$ cat src/rtl/key_event_pkg.sv
// rtl/key_event_pkg.sv - shared types for the key event front end
package key_event_pkg;

    typedef enum logic [1:0] {
        KT_KEY   = 2'd0,
        KT_BREAK = 2'd1,
        KT_ENTER = 2'd2,
        KT_BKSP  = 2'd3
    } key_type_t;

    typedef enum logic [1:0] {
        EV_CHAR   = 2'd0,
        EV_BUTTON = 2'd1,
        EV_ENTER  = 2'd2,
        EV_BKSP   = 2'd3
    } ev_kind_t;

    typedef struct packed {
        ev_kind_t   kind;
        logic [7:0] data;
    } key_event_t;

    // Only KEY carries a code; ENTER and BKSP report zero data.
    function automatic key_event_t kb_to_event(key_type_t kt, logic [7:0] code);
        key_event_t ev;
        case (kt)
            KT_KEY:   ev = '{kind: EV_CHAR,  data: code};
            KT_ENTER: ev = '{kind: EV_ENTER, data: 8'h00};
            KT_BKSP:  ev = '{kind: EV_BKSP,  data: 8'h00};
            default:  ev = '{kind: EV_CHAR,  data: 8'h00};
        endcase
        return ev;
    endfunction

endpackage

$ cat src/rtl/event_fifo.sv
// rtl/event_fifo.sv - synchronous show-ahead FIFO, push accepted when full if popping
module event_fifo #(
    parameter int  DEPTH = 8,
    parameter type T     = logic [9:0]
) (
    input  logic                     clk_pixel,
    input  logic                     rst,
    input  logic                     push,
    input  T                         push_data,
    input  logic                     pop,
    output T                         head,
    output logic                     full,
    output logic                     empty,
    output logic [$clog2(DEPTH):0]   count
);
    localparam int AW = $clog2(DEPTH);

    T               mem [DEPTH];
    logic [AW-1:0]  wr_ptr;
    logic [AW-1:0]  rd_ptr;
    logic           wr_en;
    logic           rd_en;

    assign full  = (count == (AW+1)'(DEPTH));
    assign empty = (count == '0);
    assign rd_en = pop && !empty;
    assign wr_en = push && (!full || rd_en);
    // Head reads zero while empty so the outputs never expose stale entries.
    assign head  = empty ? '0 : mem[rd_ptr];

    always_ff @(posedge clk_pixel) begin
        if (wr_en) begin
            mem[wr_ptr] <= push_data;
        end
    end

    always_ff @(posedge clk_pixel) begin
        if (rst) begin
            wr_ptr <= '0;
            rd_ptr <= '0;
            count  <= '0;
        end else begin
            if (wr_en) wr_ptr <= wr_ptr + 1'b1;
            if (rd_en) rd_ptr <= rd_ptr + 1'b1;
            case ({wr_en, rd_en})
                2'b10:   count <= count + 1'b1;
                2'b01:   count <= count - 1'b1;
                default: count <= count;
            endcase
        end
    end

endmodule

$ cat src/rtl/key_event_queue.sv
// rtl/key_event_queue.sv - repeat filter, button edge detect and arbiter feeding an event FIFO
module key_event_queue
    import key_event_pkg::*;
#(
    parameter int NUM_BTNS      = 3,
    parameter int DEPTH         = 8,
    parameter int FILTER_REPEAT = 1
) (
    input  logic                       pixel_clk_in,
    input  logic                       rst_in,
    input  logic                       kb_valid_in,
    input  logic [1:0]                 kb_kind_in,
    input  logic [7:0]                 kb_code_in,
    input  logic [NUM_BTNS-1:0]        btn_in,
    output logic                       ev_valid_out,
    input  logic                       ev_ready_in,
    output logic [1:0]                 ev_kind_out,
    output logic [7:0]                 ev_data_out,
    output logic [$clog2(DEPTH):0]     fill_out,
    output logic                       overflow_out,
    input  logic                       clear_overflow_in
);
    key_type_t             kb_kind;
    logic                  kb_press;
    logic                  kb_cand;
    logic                  armed;
    logic [NUM_BTNS-1:0]   btn_prev;
    logic [NUM_BTNS-1:0]   pending;
    logic [NUM_BTNS-1:0]   btn_rise;
    logic [NUM_BTNS-1:0]   btn_grant;
    logic [NUM_BTNS-1:0]   btn_clear;
    logic                  btn_any;
    logic [7:0]            btn_idx;
    logic                  push;
    logic                  push_ok;
    logic                  pop;
    logic                  fifo_full;
    logic                  fifo_empty;
    key_event_t            push_ev;
    key_event_t            head_ev;

    assign kb_kind  = key_type_t'(kb_kind_in);
    assign kb_press = kb_valid_in && (kb_kind != KT_BREAK);
    assign kb_cand  = kb_press && (armed || (FILTER_REPEAT == 0));
    assign btn_rise = btn_in & ~btn_prev;

    // Lowest-index pending button wins when the keyboard is idle.
    always_comb begin
        btn_grant = '0;
        btn_idx   = 8'h00;
        btn_any   = 1'b0;
        for (int i = 0; i < NUM_BTNS; i++) begin
            if (pending[i] && !btn_any) begin
                btn_any      = 1'b1;
                btn_grant[i] = 1'b1;
                btn_idx      = 8'(i);
            end
        end
    end

    assign pop       = ev_ready_in && !fifo_empty;
    assign push_ok   = !fifo_full || pop;
    assign push      = kb_cand || btn_any;
    assign push_ev   = kb_cand ? kb_to_event(kb_kind, kb_code_in)
                               : '{kind: EV_BUTTON, data: btn_idx};
    assign btn_clear = (!kb_cand && push_ok) ? btn_grant : '0;

    always_ff @(posedge pixel_clk_in) begin
        // Loading during reset hides buttons already held through it.
        btn_prev <= btn_in;
        if (rst_in) begin
            armed        <= 1'b1;
            pending      <= '0;
            overflow_out <= 1'b0;
        end else begin
            if (kb_valid_in && kb_kind == KT_BREAK) begin
                armed <= 1'b1;
            end else if (kb_press) begin
                armed <= 1'b0;
            end
            pending <= (pending & ~btn_clear) | btn_rise;
            if (kb_cand && !push_ok) begin
                overflow_out <= 1'b1;
            end else if (clear_overflow_in) begin
                overflow_out <= 1'b0;
            end
        end
    end

    event_fifo #(
        .DEPTH (DEPTH),
        .T     (key_event_t)
    ) u_fifo (
        .clk_pixel (pixel_clk_in),
        .rst       (rst_in),
        .push      (push),
        .push_data (push_ev),
        .pop       (pop),
        .head      (head_ev),
        .full      (fifo_full),
        .empty     (fifo_empty),
        .count     (fill_out)
    );

    assign ev_valid_out = !fifo_empty;
    assign ev_kind_out  = head_ev.kind;
    assign ev_data_out  = head_ev.data;

endmodule

$ cat config.mk
export PLATFORM = sky130hd
export DESIGN_NAME = key_event_queue
export DESIGN_NICKNAME = d
export VERILOG_FILES = /design/src/rtl/key_event_pkg.sv /design/src/rtl/event_fifo.sv /design/src/rtl/key_event_queue.sv
export SDC_FILE = /design/constraint.sdc
export NUM_CORES = 1
export LEC_CHECK = 0
export BUFFER_PORTS_ARGS = -buffer_cell sky130_fd_sc_hd__buf_2
export CAP_MARGIN = 20
export CORE_AREA = 2 2 101 103
export CTS_BUF_LIST = sky130_fd_sc_hd__clkbuf_4 sky130_fd_sc_hd__clkbuf_8
export DETAILED_ROUTE_END_ITERATION = 7
export DIE_AREA = 0 0 103 105
export SKIP_CTS_REPAIR_TIMING = 1
export SYNTH_ARGS = -nofsm -noshare
export SYNTH_HDL_FRONTEND = slang
export SYNTH_SLANG_ARGS = --single-unit
export TNS_END_PERCENT = 5
$ cat constraint.sdc
create_clock -name pixel_clk_in -period 6.72 [get_ports pixel_clk_in]
set_input_delay 1.008 -clock pixel_clk_in [delete_from_list [all_inputs] [get_ports pixel_clk_in]]
set_output_delay 1.008 -clock pixel_clk_in [all_outputs]
set_load 0.1 [all_outputs]
==> impl_metrics.ini <==
[worst_setup_path]
slowest_delay_ns = 1.00
worstSetupPathType = reg -> out
cp_max_fo = 20
start_kind = flip-flop
arrival_ns = 2.45
required_ns = 5.71
critPathCaptureType = primary output
crit_chain = mux4_2 -> mux2i_1 -> nor2_1 -> buf_2
slowest_stage = dfxtp_1

[routing]
wl_um = 7480
avgRoutedWirePerCell_um = 17.6
drt_first_pass_iters = 4
dr.first_iter.drc_count = 123
ant_nets = 0
drc = 0
via_count = 2149
viasPerCell = 5.06

[timing]
finalSetupViolCount = 0
finalClockSkew_ns = 0.0117
fin_hold_ws_ns = 0.487
drv_slew = 0
period_needed_ns = 3.45
finalCritPeriodShare_pct = 51.4
fmax_mhz = 289
grt_setup_unrepaired = no
fin_ws_ns = 3.27
tns_ns = 0
tightestPinTransition_ns = 1.04
max-slew-margin-rel_pct = 30.7
finalHoldViolCount = 0

[finish]
multi_input_area_um2 = 1200
insertedDiodeCount = 0
layout.area.seq_um2 = 2820
area_growth_pct = 13.7
nNetsFinal = 310
drive_above_1_share_pct = 29.1
nFillCells = 866

[synthesis]
yosys-top-cells-count = edfxtp_1 (80), nor2_1 (28), dfxtp_1 (21)
synthMostInstantiatedCell = edfxtp_1
syn_area_um2 = 4060
synth_edf_count = 80
async_flop_share_pct = 0
yosysSeqAreaShare_pct = 69.5
synth_cells = 244
synth.net_count = 267
synth.area.top_cells = edfxtp_1 (59%), mux4_2 (11%), dfxtp_1 (10%)
yosys_warnings = 0
ys_types = 37
yosys_register_bits = 101
synth_top_flop_cell = edfxtp_1
synth.top_cell.area_share_pct = 59.1
yosys.area.top_type = edfxtp_1
syn_area_per_cell_um2 = 16.7

[cts]
root_buffer = clkbuf_8
cts_sinks = 101
cts_buffers = 9
h-tree-depth = 3
cts_buffer_depth = 2
clk_latency_ns = 0.36
cts_tree = built
clk_pin_slew_ns = 0.10

[floorplanning]
start_util_pct = 42.2
io_pins = 34
die_h_um = 105
dieArea_um2 = 10800
coreArea_um2 = 9640
die_w_um = 103
rows = 36

[grt]
antenna_found_initial = 0
grtUsageTotal_pct = 14.7
gr-total-overflow = 0
grt_pass1_vias = 2149
grt_start_max_net_pins = 21
grt_pass1_wl_um = 11400

[power_and_ir_drop]
power.leakage_nw = 1.58
power_density_nw_per_um2 = 408
ir_worst_vdd_mv = 0.424
finalPower_mw = 1.89

[status]
status = completed

[place]
io_buffers = 33
dpl_worst_slack_ns = 3.45
hpwl_um = 4560
place.gp.congestion = 0.746

[min_path]
hold_class = reg -> reg

[run]
drv_cap = 0
[critical path: cells and delay by family (launching register included)]
| family | cells | cell delay, ns |
|---|---|---|
| multiplexers | 2 | 0.45 |
| buffers and inverters | 1 | 0.45 |
| AND/OR/NAND/NOR | 1 | 0.17 |
| flip-flops | 1 | 1.00 |
[registers in the layout (all words and copies together), names as in the netlist, named ones only]
name	cells
btn_prev	3
pending	3
armed	1
u_fifo.mem	80
u_fifo.wr_ptr	3
overflow_out	1
u_fifo.count	4
u_fifo.rd_ptr	3
[where the power goes]
group	internal [mW]	switching, mW
sequential	0.720	0.0370
combinational	0.206	0.545
clock	0.174	0.204
total	1.10	0.786
[path summary, 6_finish.rpt]
kind | end | depth (start not counted) | start | slack [ns]
worst max-delay path | ev_data_out[0] | 4 | flip-flop | 3.27
worst min-delay path | pending[0] | 2 | btn_prev[0] | 0.49
worst max register to register | u_fifo.count[2] | 11 | u_fifo.count[0] | 3.56
worst min register to register | pending[0] | 2 | btn_prev[0] | 0.49
[per-layer routing]
| metal | global-route usage [%] | vias to the layer above | wire length, um |
|---|---|---|---|
| li1 | - | 1022 | - |
| met1 | 20.4 | 1063 | 3230 |
| met2 | 22.9 | 62 | 3760 |
| met3 | 4.41 | 2 | 456 |
| met5 | 0 | - | 0 |
| met4 | 3.38 | 0 | 35 |
[per-stage QoR]
step | cell area, um^2 | util [%] | cells
finish | 4620 | 47.9 | 425
global route | 4620 | 47.9 | 425
CTS | 4590 | 47.6 | 422
detailed placement | 4400 | 45.6 | 406
global placement | 4400 | 45.6 | 406
floorplan | 4060 | - | 244
[placed cells by master (no fill, tap or decap), types with 2 or more instances in the layout]
cell type / instances
nand2_1: 3
inv_6: 2
a22o_1: 2
nand2b_1: 5
nand3_1: 4
o21ai_0: 6
xor2_1: 4
buf_6: 2
nor4bb_1: 2
nor2_1: 28
buf_2: 33
nor3_1: 4
clkbuf_8: 9
edfxtp_1: 80
ha_1: 5
mux4_2: 20
dfxtp_1: 21
and2_1: 7
a21oi_1: 9
mux2i_1: 13
nor2b_1: 5
buf_4: 6
[logic make-up after synthesis]
| kind of cell | Yosys count | share of synthesized area [%] |
|---|---|---|
| buffers and inverters | 10 | 1.02 |
| flip-flops | 101 | 69.5 |
| multiplexers | 35 | 14.8 |
| adder cells (fa/ha/maj) | 5 | 1.54 |
| AND/OR/NAND/NOR | 67 | 8.81 |
| XOR/XNOR | 5 | 1.26 |
| AO/OA/AOI/OAI | 21 | 3.08 |
[area by class of cell]
class / count / share of cell area (%)
flip-flops and latches: 101 / 61.1
multi-input cells: 133 / 26.0
repair buffers: 41 / 5.04
well taps: 133 / 3.60
clock buffers: 9 / 2.68
clock inverters: 7 / 1.57
inverters: 1 / 0.0812
Power figures use the tool's default switching activity.
